**src/rtl/leve1_if_if.sv**
```systemverilog
// Fetch-stage bus bundle: instruction-memory request/grant/response channel,
// redirect input and the valid/ready channel toward decode.
interface leve1_if_if #(
  parameter int XLEN = 32
);
  logic            IMEM_REQ;
  logic [XLEN-1:0] IMEM_ADDR;
  logic            IMEM_GNT;
  logic            IMEM_RVALID;
  logic [31:0]     IMEM_RDATA;
  logic            REDIRECT;
  logic [XLEN-1:0] REDIRECT_PC;
  logic            OVALID;
  logic            OREADY;
  logic [XLEN-1:0] OPC;
  logic [31:0]     OINSTR;

  // Fetch stage side
  modport master (
    output IMEM_REQ, IMEM_ADDR, OVALID, OPC, OINSTR,
    input  IMEM_GNT, IMEM_RVALID, IMEM_RDATA, REDIRECT, REDIRECT_PC, OREADY
  );

  // Memory / decode / redirect side
  modport slave (
    input  IMEM_REQ, IMEM_ADDR, OVALID, OPC, OINSTR,
    output IMEM_GNT, IMEM_RVALID, IMEM_RDATA, REDIRECT, REDIRECT_PC, OREADY
  );
endinterface

```
**src/rtl/leve1_if.sv**
```systemverilog
// LEVE1 instruction fetch: sequential PC generation, credit-limited memory
// requests, in-order response capture into a small {pc, instr} FIFO, and
// redirect flush that discards buffered and in-flight instructions.
module leve1_if #(
  parameter int              XLEN     = 32,
  parameter logic [XLEN-1:0] RESET_PC = 32'h8000_0000,
  parameter int              DEPTH    = 2
) (
  input logic          CLK,
  input logic          RSTn,
  leve1_if_if.master   bus
);
  localparam int AW = $clog2(DEPTH);
  localparam int CW = AW + 1;

  logic [XLEN-1:0] fpc;
  logic [XLEN-1:0] pcq [DEPTH];
  logic [AW-1:0]   pq_wp, pq_rp;
  logic [CW-1:0]   outst, cnt, drop;
  logic [XLEN-1:0] f_pc  [DEPTH];
  logic [31:0]     f_ins [DEPTH];
  logic [AW-1:0]   f_wp, f_rp;

  logic            pop, gnt, rsp, push;
  logic [CW:0]     credit;

  // Credit includes the same-cycle pop so a full pipe keeps 1 instr/cycle;
  // this makes OREADY -> IMEM_REQ combinational. Responses with nothing
  // outstanding (e.g. stale ones after reset) are ignored.
  always_comb begin
    pop    = (cnt != '0) && bus.OREADY;
    credit = {1'b0, outst} + {1'b0, cnt} - (CW+1)'(pop);
    gnt    = bus.IMEM_REQ && bus.IMEM_GNT;
    rsp    = bus.IMEM_RVALID && (outst != '0);
    push   = rsp && (drop == '0) && !bus.REDIRECT;
  end

  assign bus.IMEM_REQ  = RSTn && !bus.REDIRECT && (credit < (CW+1)'(DEPTH));
  assign bus.IMEM_ADDR = fpc;
  assign bus.OVALID    = (cnt != '0);
  assign bus.OPC       = f_pc[f_rp];
  assign bus.OINSTR    = f_ins[f_rp];

  // Control state: fetch PC, pending-PC pointers, outstanding/drop/fifo counts
  always_ff @(posedge CLK or negedge RSTn) begin
    if (!RSTn) begin
      fpc   <= RESET_PC;
      pq_wp <= '0;
      pq_rp <= '0;
      outst <= '0;
      cnt   <= '0;
      drop  <= '0;
      f_wp  <= '0;
      f_rp  <= '0;
    end else begin
      if (gnt) pq_wp <= pq_wp + 1'b1;
      if (rsp) pq_rp <= pq_rp + 1'b1;
      outst <= outst + CW'(gnt) - CW'(rsp);
      if (bus.REDIRECT) begin
        // No grant can happen this cycle, so everything still outstanding
        // after this cycle's response is stale.
        fpc  <= {bus.REDIRECT_PC[XLEN-1:2], 2'b00};
        drop <= outst - CW'(rsp);
        cnt  <= '0;
        f_wp <= '0;
        f_rp <= '0;
      end else begin
        if (gnt) fpc <= fpc + XLEN'(4);
        if (rsp && (drop != '0)) drop <= drop - 1'b1;
        if (push) f_wp <= f_wp + 1'b1;
        if (pop)  f_rp <= f_rp + 1'b1;
        cnt <= cnt + CW'(push) - CW'(pop);
      end
    end
  end

  // Storage: PC of each granted request, then {pc, instr} on accepted response
  always_ff @(posedge CLK) begin
    if (gnt) pcq[pq_wp] <= fpc;
    if (push) begin
      f_pc[f_wp]  <= pcq[pq_rp];
      f_ins[f_wp] <= bus.IMEM_RDATA;
    end
  end

`ifdef DEBUG
  // A response with nothing outstanding is a memory protocol violation.
  a_rvalid_outst: assert property (@(posedge CLK) disable iff (!RSTn)
    bus.IMEM_RVALID |-> (outst != '0));
`endif
endmodule

```
**src/flat_wrapper.sv**
```systemverilog
// flat-port wrapper written by rule: the top's interface ports become plain ports
module leve1_if_flat 
#(
  parameter int              XLEN     = 32,
  parameter logic [XLEN-1:0] RESET_PC = 32'h8000_0000,
  parameter int              DEPTH    = 2
)
  (CLK, RSTn, bus_IMEM_REQ, bus_IMEM_ADDR, bus_OVALID, bus_OPC, bus_OINSTR, bus_IMEM_GNT, bus_IMEM_RVALID, bus_IMEM_RDATA, bus_REDIRECT, bus_REDIRECT_PC, bus_OREADY);
  leve1_if_if #(.XLEN(XLEN)) bus_i ();
  input logic CLK;
  input logic RSTn;
  output wire logic [$bits(bus_i.IMEM_REQ)-1:0] bus_IMEM_REQ;
  output wire logic [$bits(bus_i.IMEM_ADDR)-1:0] bus_IMEM_ADDR;
  output wire logic [$bits(bus_i.OVALID)-1:0] bus_OVALID;
  output wire logic [$bits(bus_i.OPC)-1:0] bus_OPC;
  output wire logic [$bits(bus_i.OINSTR)-1:0] bus_OINSTR;
  input wire logic [$bits(bus_i.IMEM_GNT)-1:0] bus_IMEM_GNT;
  input wire logic [$bits(bus_i.IMEM_RVALID)-1:0] bus_IMEM_RVALID;
  input wire logic [$bits(bus_i.IMEM_RDATA)-1:0] bus_IMEM_RDATA;
  input wire logic [$bits(bus_i.REDIRECT)-1:0] bus_REDIRECT;
  input wire logic [$bits(bus_i.REDIRECT_PC)-1:0] bus_REDIRECT_PC;
  input wire logic [$bits(bus_i.OREADY)-1:0] bus_OREADY;
  assign bus_IMEM_REQ = bus_i.IMEM_REQ;
  assign bus_IMEM_ADDR = bus_i.IMEM_ADDR;
  assign bus_OVALID = bus_i.OVALID;
  assign bus_OPC = bus_i.OPC;
  assign bus_OINSTR = bus_i.OINSTR;
  assign bus_i.IMEM_GNT = bus_IMEM_GNT;
  assign bus_i.IMEM_RVALID = bus_IMEM_RVALID;
  assign bus_i.IMEM_RDATA = bus_IMEM_RDATA;
  assign bus_i.REDIRECT = bus_REDIRECT;
  assign bus_i.REDIRECT_PC = bus_REDIRECT_PC;
  assign bus_i.OREADY = bus_OREADY;
  leve1_if #(.XLEN(XLEN), .RESET_PC(RESET_PC), .DEPTH(DEPTH)) u_core (.CLK(CLK), .RSTn(RSTn), .bus(bus_i));
endmodule
```
**config.mk**
```make
export PLATFORM = sky130hd
export DESIGN_NAME = leve1_if_flat
export DESIGN_NICKNAME = d
export VERILOG_FILES = /design/src/rtl/leve1_if_if.sv /design/src/rtl/leve1_if.sv /design/src/flat_wrapper.sv
export SDC_FILE = /design/constraint.sdc
export NUM_CORES = 1
export LEC_CHECK = 0
export ABC_AREA = 1
export CORE_UTILIZATION = 53
export CTS_CLUSTER_SIZE = 10
export DETAILED_ROUTE_END_ITERATION = 7
export PLACE_DENSITY = 0.85
export SYNTH_ARGS = -nofsm -noshare
export SYNTH_HDL_FRONTEND = slang
export SYNTH_SLANG_ARGS = --single-unit
```
**constraint.sdc**
```tcl
create_clock -name CLK -period 7.1 [get_ports CLK]
set_clock_uncertainty 0.05 [all_clocks]
set_input_delay 1.775 -clock CLK [delete_from_list [all_inputs] [get_ports CLK]]
set_output_delay 1.775 -clock CLK [all_outputs]
set_load 0.05 [all_outputs]
```
==> results of run 1 <==
-- report_power, final --
part | switching [mW] | total (mW) | internal (mW)
Sequential | 0.160 | 1.81 | 1.65
Combinational | 1.17 | 1.69 | 0.518
Clock | 0.475 | 1.18 | 0.704
-- cells in the mapped netlist (3+ instances only) --
master | n | area share [%]
buf_4 | 4 | 0.31
inv_1 | 50 | 2.0
edfxtp_1 | 184 | 58
inv_2 | 3 | 0.12
clkbuf_1 | 19 | 0.75
nand3_1 | 74 | 3.9
nand2_2 | 4 | 0.26
nor2_2 | 3 | 0.20
dfrtp_1 | 39 | 10
ha_1 | 7 | 0.92
nor2_1 | 41 | 1.6
o21ai_0 | 6 | 0.31
nor2_4 | 4 | 0.47
buf_2 | 4 | 0.21
xnor2_1 | 6 | 0.55
nand2_1 | 434 | 17
buf_6 | 5 | 0.59
xor2_1 | 7 | 0.64
o21bai_1 | 8 | 0.63
-- kinds of logic (layout without fill, tap and decap cells) --
family | count (synthesis) | in the layout | share of synthesized area [%]
flip-flops | 224 | 224 | 68.2
AND/OR/NAND/NOR | 568 | 568 | 24.1
XOR/XNOR | 13 | 13 | 1.19
buffers and inverters | 90 | 272 | 4.20
AO/OA/AOI/OAI | 17 | 17 | 1.14
other | 1 | 4 | 0.0392
adder cells (fa/ha/maj) | 8 | 8 | 1.12
-- final cells by class --
type	count	area, um2
clock buffer	46	747
inverter	56	216
clock inverter	2	8.76
fill	1237	5370
sequential	224	6530
multi-input combinational	610	2670
timing repair buffer	168	1660
tap	225	282
-- state kept, by name (all words and copies together), names as in the netlist --
signal                count
u_core.f_pc              60
u_core.f_ins             64
u_core.pq_wp              1
u_core.cnt                2
u_core.f_rp               1
u_core.bus.IMEM_ADDR     30
u_core.pcq               60
u_core.outst              2
u_core.f_wp               1
u_core.pq_rp              1
u_core.drop               2
-- worst register-to-register path: stages, from the launching register on --
cell      delay [ns]
dfrtp_1         0.36
inv_1           0.07
nand2_1         0.10
nand2_1         0.10
nor2_1          0.18
o21ai_0         0.15
fa_1            0.43
xor2_1          0.20
nand3b_4        0.31
clkinv_2        0.47
ha_1            0.39
xor2_1          0.16
-- metal layers --
layer	routed length, um	track usage, %	vias up	share of wire [%]
met5	0	0	-	0
met4	577	9.94	0	2.7
met3	1600	3.99	46	7.5
met2	10600	40.6	317	50
met1	8420	28.4	3271	40
li1	-	-	3328	-
-- stage by stage --
step | util (%) | total power, mW | cells | hold WS, ns | setup slack, ns
2_1_floorplan | - | 2.95 | 924 | 0.409 | 0.00858
3_3_place_gp | 65.0 | 3.47 | 1283 | 0.462 | 1.12
3_5_place_dp | 65.0 | 3.52 | 1283 | 0.467 | 1.09
4_1_cts | 69.3 | 4.71 | 1331 | 0.476 | 1.07
5_1_grt | 69.3 | 4.90 | 1331 | 0.503 | 0.976
6_report | 69.3 | 4.68 | 1331 | 0.474 | 1.08
-- final timing paths --
check | start | to | slack [ns]
hold reg to reg | u_core.pcq[0][27] | u_core.f_pc[1][27] | 0.47
setup / recovery | bus_OREADY | bus_IMEM_REQ | 1.08
hold / removal | u_core.pcq[0][27] | u_core.f_pc[1][27] | 0.47
min in group asynchronous | RSTn | u_core.bus.IMEM_ADDR[30] | 1.35
max in group asynchronous | RSTn | u_core.f_rp | 5.25
setup reg to reg | u_core.cnt[1] | u_core.outst[1] | 4.00
-- cell usage in the layout, fill, tap and decap left out --
cell and count:
clkbuf_16 27, o21ai_0 6, a21oi_1 1, nand2_2 4
nor2_2 5, nor2_4 5, dfrtp_2 1, buf_2 1
edfxtp_1 184, dfstp_2 1, nor2_1 38, xor2_1 7
nor3_2 1, nor3_1 1, nand3_1 74, o22ai_1 1
conb_1 4, o211ai_1 1, fa_1 1, inv_6 1
clkinv_2 2, clkinv_1 2, inv_2 3, clkbuf_1 19
nand3_2 1, dfrtp_1 38, inv_1 50, clkdlybuf4s50_1 160
o21bai_1 8, ha_1 7, and2_1 2, nand2_1 434
xnor2_1 6, buf_4 7, nand3b_4 1, or2_2 2
==> out/metrics.csv, run 1 <==
stage;metric;value;unit
worst_setup_path;worst path bufs/invs;2;
timing;period utilization;84.8;%
placement;input/output buffers;161;
synth;post-synthesis async set-or-reset flop share;17.9;%
timing;Final Max Tran Viols;0;
synth;Seq/Total Area, Yosys;68.2;%
worst_setup_path;crit path launch type;primary input;
cells_and_area;Nets;1164;
timing;Final Setup Violations;0;
synth;number of synthesis warnings;0;
global_routing;antenna violations before repair;0;
routing;Via density;5.23;
clock_tree;Num CTS Buffers;26;
worst_setup_path;Slowest Stage Delay on Critical Path;0.81;ns
cells_and_area;share of post-route cells with drive strength above 1;5.61;%
timing;maximum clock rate;0.166;GHz
routing;DR DRC count;0;
global_routing;GR Util All Layers;23.3;%
global_routing;wire length of the first global-routing pass;33300;um
routing;via count;6962;
timing;RSZ-0062 raised after global routing;no;
global_routing;vias in the first global route;6809;
die;width of the chip;136;um
timing;setup TNS;0;ns
routing;Routed Antenna Nets;0;
synth;cell area after synthesis;0.00957;mm2
synth;ys flop type;edfxtp_1;
cells_and_area;n_diodes;0;
clock_tree;clock slew at reported path FFs;0.05;ns
clock_tree;Clock Tree Buf Depth;3;
clock_tree;clock root buffer;clkbuf_16;
clock_tree;clock sink count;224;
timing;Relative slew margins;23.5;%
global_routing;Remaining Overflow, GRT;0;
clock_tree;post-CTS resize count;0;
synth;Cell variety after synth;34;
clock_tree;CTS tree;done;
clock_tree;Setup Fix Bufs, Post-CTS;0;
pwr;Power Density;387;mW/mm2
clock_tree;CTS Hold Buffers Added;0;
min_path;Hold Crit Depth;2;
routing;drt total wl;21200;um
min_path;HP Class;reg -> reg;
worst_setup_path;critical path type;in -> out;
timing;Worst-Margin Slew;1.15;ns
clock_tree;H-tree levels;1;
routing;TritonRoute pass-1 iters;5;
timing;final hold violation count;0;
die;Row Count;48;
synth;#FFs+latches synth;224;
worst_setup_path;Max stage delay cell, worst path;clkdlybuf4s50_1;
synth;number of flops mapped to enable cells by yosys;184;
worst_setup_path;Setup crit end kind;output port;
clock_tree;Worst-Skew Late Latency;0.51;ns
worst_setup_path;CP cell instances;clkdlybuf4s50_1 -> nand2_1 -> nor2_1 -> o21ai_0 -> fa_1 -> nand3_2 -> nor2_1 -> clkdlybuf4s50_1;
routing;Initial DRC Count;507;
timing;crit path time final;6.02;ns
synth;Mean Syn Cell Area;10.4;um2
worst_setup_path;WP depth;8;
worst_setup_path;CP required;5.28;ns
cells_and_area;Area Growth Syn to Fin;26.6;%
global_routing;largest net degree at the start of global routing;65;
worst_setup_path;Worst path top cell family by delay;buffers and inverters;
pwr;Lkg Pwr;4.93;nW
placement;Post-DP Area;0.0114;mm2
outcome;outcome;complete, no violations;
die;Placeable Area;0.0175;mm2
cells_and_area;post-route cell area;0.0121;mm2
die;I/O Pins;168;
die;Initial Util;54.8;%
worst_setup_path;Critical Path AT;4.20;ns
worst_setup_path;Reg2Reg Depth;11;
placement;RePlAce Congestion;0.878;
pwr;worst IR drop on VDD;0.253;mV
die;die area;0.0186;mm2
die;Die H;136;um
placement;DP HPWL;13300;um
synth;Mapped Cells;921;
routing;Wirelength per Cell;15.9;um
worst_setup_path;CP max FO;4;
job;Max Cap Violations;0;
(Power assumes the default switching activity.)
==> inputs of run 2 (changes only) <==
==> constraint.sdc (replaced) <==
create_clock -name CLK -period 6.05 [get_ports CLK]
set_clock_uncertainty 0.05 [all_clocks]
set_input_delay 1.5125 -clock CLK [delete_from_list [all_inputs] [get_ports CLK]]
set_output_delay 1.5125 -clock CLK [all_outputs]
set_load 0.05 [all_outputs]
==> run 2 against run 1 <==
Compared with the run above: combinational power is 18% higher; final area is 0.13% higher; count of clock-buffer cells in the layout grew 1; critical path depth unchanged; register-to-register slack got worse by 1.0 ns; sequential power rose by 18%; die area stayed put.
==> out/metrics.csv, run 2 (synthesis results as in run 1) <==
stage;metric;value;unit;change
cells_and_area;Nets;1164;;unchanged
routing;via count;6927;;-0.50%
job;Max Cap Violations;0;;unchanged
clock_tree;CTS Hold Buffers Added;0;;unchanged
clock_tree;Clock Tree Buf Depth;3;;unchanged
pwr;worst IR drop on VDD;0.319;mV;+26%
die;Row Count;48;;unchanged
routing;Via density;5.20;;-0.50%
cells_and_area;Area Growth Syn to Fin;26.7;%;
die;I/O Pins;168;;unchanged
worst_setup_path;WP depth;8;;unchanged
worst_setup_path;Reg2Reg Depth;12;;+1
global_routing;wire length of the first global-routing pass;33400;um;+0.21%
worst_setup_path;Slowest Stage Delay on Critical Path;0.83;ns;+0.02 ns
placement;placed instance count;1283;;unchanged
placement;input/output buffers;161;;unchanged
worst_setup_path;reg2reg end;u_core.outst[1];;
clock_tree;Worst-Skew Late Latency;0.51;ns;about the same
global_routing;antenna violations before repair;0;;unchanged
die;Initial Util;54.8;%;unchanged
worst_setup_path;Critical Path AT;3.94;ns;-0.26 ns
worst_setup_path;critical path type;in -> out;;
worst_setup_path;Critical Path End;bus_IMEM_REQ;;
placement;Setup WS pre-CTS;0.533;ns;-0.552 ns
global_routing;GR Util All Layers;23.3;%;+0.062 points
die;die area;0.0186;mm2;unchanged
global_routing;vias in the first global route;6668;;-2.1%
cells_and_area;Fillers;1235;;-0.16%
worst_setup_path;Setup crit end kind;output port;;
min_path;HP Class;reg -> reg;;
cells_and_area;share of post-route cells with drive strength above 1;5.70;%;+0.090 points
timing;period utilization;90.9;%;
routing;Routed Antenna Nets;0;;unchanged
worst_setup_path;crit path from;bus_OREADY;;
clock_tree;H-tree levels;1;;unchanged
cells_and_area;n_diodes;0;;unchanged
global_routing;Remaining Overflow, GRT;0;;unchanged
die;Die H;136;um;unchanged
pwr;Power Density;455;mW/mm2;+18%
worst_setup_path;worst path bufs/invs;2;;unchanged
timing;Relative slew margins;22.1;%;-1.4 points
timing;Final Max Tran Viols;0;;unchanged
worst_setup_path;crit path launch type;primary input;;
clock_tree;clock sink count;224;;unchanged
timing;crit path time final;5.50;ns;
die;Placeable Area;0.0175;mm2;unchanged
worst_setup_path;CP max FO;4;;unchanged
cells_and_area;Biggest register;u_core.f_ins;;
clock_tree;Setup Fix Bufs, Post-CTS;0;;unchanged
cells_and_area;biggest regs;u_core.f_ins (64), u_core.f_pc (60), u_core.pcq (60);;
routing;Initial DRC Count;641;;+26%
cells_and_area;commonest cells after routing, fill and taps aside;nand2_1, edfxtp_1, clkdlybuf4s50_1;;
timing;setup TNS;0;ns;unchanged
clock_tree;clock slew at reported path FFs;0.06;ns;about the same
clock_tree;clock root buffer;clkbuf_16;;
worst_setup_path;R2R Path Start;u_core.cnt[1];;
timing;final hold slack;0.485;ns;+0.0114 ns
worst_setup_path;Worst path top cell family by delay;buffers and inverters;;
die;width of the chip;136;um;unchanged
clock_tree;CTS tree;done;;
cells_and_area;Finished Layout Cells;1331;;unchanged
timing;RSZ-0062 raised after global routing;no;;
routing;drt total wl;21400;um;+1.1%
timing;maximum clock rate;0.182;GHz;
timing;final hold violation count;0;;unchanged
clock_tree;post-CTS resize count;0;;unchanged
routing;DR DRC count;0;;unchanged
cells_and_area;max reg flops;64;;unchanged
timing;slack of the critical path;0.548;ns;-0.530 ns
timing;Final Setup Violations;0;;unchanged
clock_tree;Num CTS Buffers;26;;unchanged
cells_and_area;commonest non-fill, non-tap cell in the layout;nand2_1;;
routing;TritonRoute pass-1 iters;5;;unchanged
placement;RePlAce Congestion;0.876;;-0.15%
pwr;Lkg Pwr;4.94;nW;+0.26%
global_routing;largest net degree at the start of global routing;65;;unchanged
worst_setup_path;CP required;4.49;ns;-0.79 ns
worst_setup_path;Max stage delay cell, worst path;clkdlybuf4s50_1;;
outcome;outcome;complete, no violations;;
routing;Wirelength per Cell;16.1;um;+1.1%
placement;DP HPWL;13400;um;+0.70%
worst_setup_path;CP cell instances;clkdlybuf4s50_1 -> nand2_1 -> nor2_1 -> o21ai_0 -> fa_1 -> nand3_2 -> nor2_1 -> clkdlybuf4s50_1;;
worst_setup_path;Reg2Reg Setup Slack;2.97;ns;-1.03 ns
timing;Worst-Margin Slew;1.17;ns;+0.0216 ns
==> run 2: changes by cell type in the layout (fill, tap and decap cells not counted) <==
cell / change
clkbuf_8: +1
clkinv_1: -1
nor3_2: -1
nor3_4: +1
==> run 2: worst min path at each step <==
stage                                 start                 end  slack [ns]  cells after the start
final                      u_core.pcq[1][9]   u_core.f_pc[0][9]        0.49                      2
after global routing      u_core.pcq[1][13]  u_core.f_pc[1][13]        0.52                      2
after CTS                  u_core.pcq[0][2]   u_core.f_pc[1][2]        0.49                      2
after detailed placement  u_core.pcq[1][13]  u_core.f_pc[0][13]        0.47                      2
after global placement     u_core.pcq[0][5]   u_core.f_pc[0][5]        0.46                      2
after floorplan                 u_core.f_wp         u_core.f_wp        0.41                      1
==> run 2: worst min-delay path, cell delays in order (launching register included) <==
cell and delay [ns]:
edfxtp_1 0.31, nand2_1 0.05, nand2_1 0.07
==> run 2: area by class of cell <==
cell class                 instances  area (um2)  share of cell area [%]
sequential                       224        6530                    53.8
inverter                          56         216                    1.78
timing repair buffer             168        1660                    13.7
multi-input combinational        610        2680                    22.1
clock inverter                     1        5.00                  0.0413
tap                              225         282                    2.32
clock buffer                      47         761                    6.27
==> run 2: power by group <==
group	switching (mW)	internal, mW	leakage [nW]	total [mW]
sequential	0.192	1.94	2.15	2.13
clock	0.563	0.840	0.366	1.40
combinational	1.38	0.609	2.42	1.99
==> run 2: per-stage QoR <==
step / instance area [um2] / utilization (%) / power (mW)
6_report: 12100 / 69.4 / 5.52
3_3_place_gp: 11400 / 65.0 / 4.08
2_1_floorplan: 9590 / - / 3.47
4_1_cts: 12100 / 69.4 / 5.56
3_5_place_dp: 11400 / 65.0 / 4.15
5_1_grt: 12100 / 69.4 / 5.77
==> run 2: routing by layer <==
layer | GRT usage, % | share of wire, % | vias to the layer above
li1 | - | - | 3336
met1 | 30.5 | 41 | 3259
met2 | 39.7 | 49 | 288
met3 | 3.43 | 7.1 | 44
met4 | 8.27 | 2.6 | 0
met5 | 0 | 0 | -
==> inputs of run 3 (changes only) <==
--- a/config.mk
+++ b/config.mk
@@ -5,11 +5,10 @@
 export SDC_FILE = /design/constraint.sdc
 export NUM_CORES = 1
 export LEC_CHECK = 0
-export ABC_AREA = 1
-export CORE_UTILIZATION = 53
+export CORE_UTILIZATION = 52
 export CTS_CLUSTER_SIZE = 10
 export DETAILED_ROUTE_END_ITERATION = 7
-export PLACE_DENSITY = 0.85
+export PLACE_DENSITY = 0.84
 export SYNTH_ARGS = -nofsm -noshare
 export SYNTH_HDL_FRONTEND = slang
 export SYNTH_SLANG_ARGS = --single-unit
==> run 3 against run 2 <==
Compared with the run above: fmax increased by 11%; critical path type unchanged; critical endpoint unchanged; count of clock-buffer cells in the layout grew 1; worst setup slack better by 0.54 ns; final area decreased by 3.0%; largest power group unchanged; via count down 19%.
==> out/metrics.csv, run 3 <==
stage;metric;value;unit;change
timing;crit path time final;4.96;ns;-0.544 ns
placement;DP HPWL;12300;um;-7.7%
worst_setup_path;reg2reg end;u_core.pcq[1][3];;
timing;Worst-Margin Slew;1.06;ns;-0.107 ns
clock_tree;Num CTS Buffers;26;;unchanged
cells_and_area;Nets;830;;-29%
worst_setup_path;crit path from;bus_OREADY;;
global_routing;largest net degree at the start of global routing;63;;-3.1%
global_routing;antenna violations before repair;0;;unchanged
timing;Final Max Tran Viols;0;;unchanged
pwr;Power Density;435;mW/mm2;-4.3%
clock_tree;Worst-Skew Late Latency;0.51;ns;about the same
routing;Initial DRC Count;405;;-37%
timing;RSZ-0062 raised after global routing;no;;
timing;final hold violation count;0;;unchanged
global_routing;Remaining Overflow, GRT;0;;unchanged
worst_setup_path;R2R Path Start;u_core.cnt[0];;
cells_and_area;biggest regs;u_core.f_ins (64), u_core.f_pc (60), u_core.pcq (60);;
timing;period utilization;82.0;%;-9.0 points
synth;area share of the largest cell type after synthesis;60.6;%;+2.8 points
clock_tree;H-tree levels;1;;unchanged
die;I/O Pins;168;;unchanged
cells_and_area;share of post-route cells with drive strength above 1;18.7;%;+13 points
synth;largest area contributor in the netlist;edfxtp_1;;
timing;Final Setup Violations;0;;unchanged
cells_and_area;n_diodes;0;;unchanged
placement;RePlAce Congestion;0.901;;+2.9%
cells_and_area;commonest cells after routing, fill and taps aside;edfxtp_1, clkdlybuf4s50_1, mux2_2;;
cells_and_area;post-route cell area;0.0118;mm2;-3.0%
routing;Routed Antenna Nets;0;;unchanged
synth;post-synthesis async set-or-reset flop share;17.9;%;unchanged
worst_setup_path;Reg2Reg Setup Slack;2.31;ns;-0.66 ns
worst_setup_path;Reg2Reg Depth;9;;-3
worst_setup_path;Max stage delay cell, worst path;clkdlybuf4s50_1;;
pwr;Final Total Pwr;5.12;mW;-7.2%
routing;Via density;5.60;;+7.6%
die;Initial Util;52.9;%;-1.8 points
synth;top-count cell post-synth;edfxtp_1;;
placement;input/output buffers;161;;unchanged
pwr;worst IR drop on VDD;0.275;mV;-14%
timing;Relative slew margins;29.3;%;+7.2 points
synth;Cell variety after synth;51;;+50%
outcome;outcome;complete, no violations;;
routing;Wirelength per Cell;18.9;um;+17%
die;die area;0.0181;mm2;-2.8%
die;width of the chip;134;um;-1.4%
clock_tree;clock root buffer;clkbuf_16;;
routing;DR DRC count;0;;unchanged
worst_setup_path;CP required;4.49;ns;about the same
cells_and_area;post-layout util;68.3;%;-1.1 points
worst_setup_path;CP max FO;13;;+9
global_routing;vias in the first global route;5686;;-15%
job;Max Cap Violations;0;;unchanged
worst_setup_path;CP cell instances;clkdlybuf4s50_1 -> xor2_1 -> nand2_1 -> fa_1 -> xnor2_1 -> buf_4 -> nor3_1 -> buf_4;;
worst_setup_path;Critical Path End;bus_IMEM_REQ;;
synth;Synth top cells by count;edfxtp_1, mux2_2, dfrtp_1;;
synth;#FFs+latches synth;224;;unchanged
clock_tree;Clock Tree Buf Depth;3;;unchanged
timing;maximum clock rate;0.202;GHz;+11%
clock_tree;clock slew at reported path FFs;0.06;ns;about the same
min_path;HP Class;reg -> reg;;
synth;Mean Syn Cell Area;15.8;um2;+52%
synth;number of synthesis warnings;0;;unchanged
synth;Mapped Cells;576;;-37%
clock_tree;Setup Fix Bufs, Post-CTS;0;;unchanged
global_routing;wire length of the first global-routing pass;29800;um;-11%
synth;ys flop type;edfxtp_1;;
cells_and_area;Area Growth Syn to Fin;29.0;%;
timing;setup TNS;0;ns;unchanged
clock_tree;CTS tree;done;;
clock_tree;clock sink count;224;;unchanged
worst_setup_path;most frequent CP cell;buf_4;;
placement;Post-DP Area;0.0110;mm2;-3.3%
cells_and_area;max reg flops;64;;unchanged
worst_setup_path;crit path launch type;primary input;;
cells_and_area;Biggest register;u_core.f_ins;;
synth;number of flops mapped to enable cells by yosys;184;;unchanged
synth;cell area after synthesis;0.00912;mm2;-4.7%
routing;via count;5583;;-19%
routing;TritonRoute pass-1 iters;5;;unchanged
die;Placeable Area;0.0172;mm2;-1.4%
worst_setup_path;Slowest Stage Delay on Critical Path;0.49;ns;-0.34 ns
cells_and_area;Fillers;1165;;-5.7%
synth;synth top area cells;edfxtp_1, mux2_2, dfrtp_1;;
routing;drt total wl;18800;um;-12%
worst_setup_path;Critical Path AT;3.40;ns;-0.54 ns
pwr;Lkg Pwr;4.11;nW;-17%
worst_setup_path;Setup crit end kind;output port;;
clock_tree;CTS Hold Buffers Added;0;;unchanged
clock_tree;post-CTS resize count;0;;unchanged
worst_setup_path;critical path type;in -> out;;
timing;final hold slack;0.463;ns;-0.0223 ns
die;Row Count;48;;unchanged
global_routing;GR Util All Layers;21.3;%;-2.0 points
die;Die H;134;um;-1.4%
cells_and_area;commonest non-fill, non-tap cell in the layout;edfxtp_1;;
synth;Seq/Total Area, Yosys;71.5;%;+3.3 points
-- run 3: cell types whose count changed in the layout (fill, tap and decap cells not counted), sizes merged, moves of 8 or more --
cell	previous run	this run
inv	54	20
nor2	48	20
nand3	75	19
nand2	438	37
nand4	0	10
o21bai	8	0
mux2	0	94
or4	0	9
a31oi	0	8
-- run 3: how the worst min path moves through the flow --
stage                             from      endpoint  cells past startpoint
after floorplan           u_core.pq_wp  u_core.pq_wp                      1
after global placement    u_core.pq_wp  u_core.pq_wp                      1
after detailed placement  u_core.pq_wp  u_core.pq_wp                      1
after CTS                 u_core.pq_wp  u_core.pq_wp                      1
after global routing      u_core.pq_wp  u_core.pq_wp                      1
final                     u_core.pq_wp  u_core.pq_wp                      1
-- run 3: critical path, delay by kind of cell --
| family | cells | cell delay (ns) |
|---|---|---|
| fa+ha+maj | 1 | 0.42 |
| xor+xnor | 2 | 0.30 |
| buf+inv | 3 | 0.90 |
| simple gates | 2 | 0.26 |
-- run 3: cells by family (layout without fill, tap and decap cells) --
family / Yosys count / count (layout) / share of synthesized area (%)
adder cells (fa/ha/maj): 8 / 8 / 1.18
AO/OA/AOI/OAI: 48 / 48 / 3.70
flip-flops: 224 / 224 / 71.5
other: 1 / 4 / 0.0411
AND/OR/NAND/NOR: 136 / 136 / 7.91
XOR/XNOR: 17 / 17 / 1.63
buffers and inverters: 45 / 238 / 2.06
multiplexers: 97 / 97 / 11.9
-- run 3: per-layer routing --
metal | global-route usage (%) | part of all wire [%]
met3 | 4.54 | 7.5
met5 | 0 | 0
met4 | 7.80 | 2.5
met2 | 36.0 | 50
met1 | 27.3 | 40
-- run 3: where the power goes --
part | total [mW] | switching, mW | internal [mW]
Clock | 1.41 | 0.553 | 0.854
Sequential | 2.04 | 0.165 | 1.88
Combinational | 1.67 | 1.02 | 0.654
Total | 5.12 | 1.74 | 3.39
-- run 3: final cells by class --
cell class	instances	area, um2	area share (%)
Sequential cell	224	6530	55.5
Multi-Input combinational cell	310	2430	20.7
Timing Repair Buffer	170	1670	14.2
Clock buffer	48	776	6.59
Tap cell	225	282	2.39
Inverter	20	75.1	0.638
-- run 3: per-stage QoR --
stage / setup slack (ns) / std cells
6_report: 1.09 / 997
3_5_place_dp: 1.04 / 949
2_1_floorplan: 0.876 / 579
4_1_cts: 1.09 / 997
5_1_grt: 0.973 / 997
3_3_place_gp: 1.03 / 949
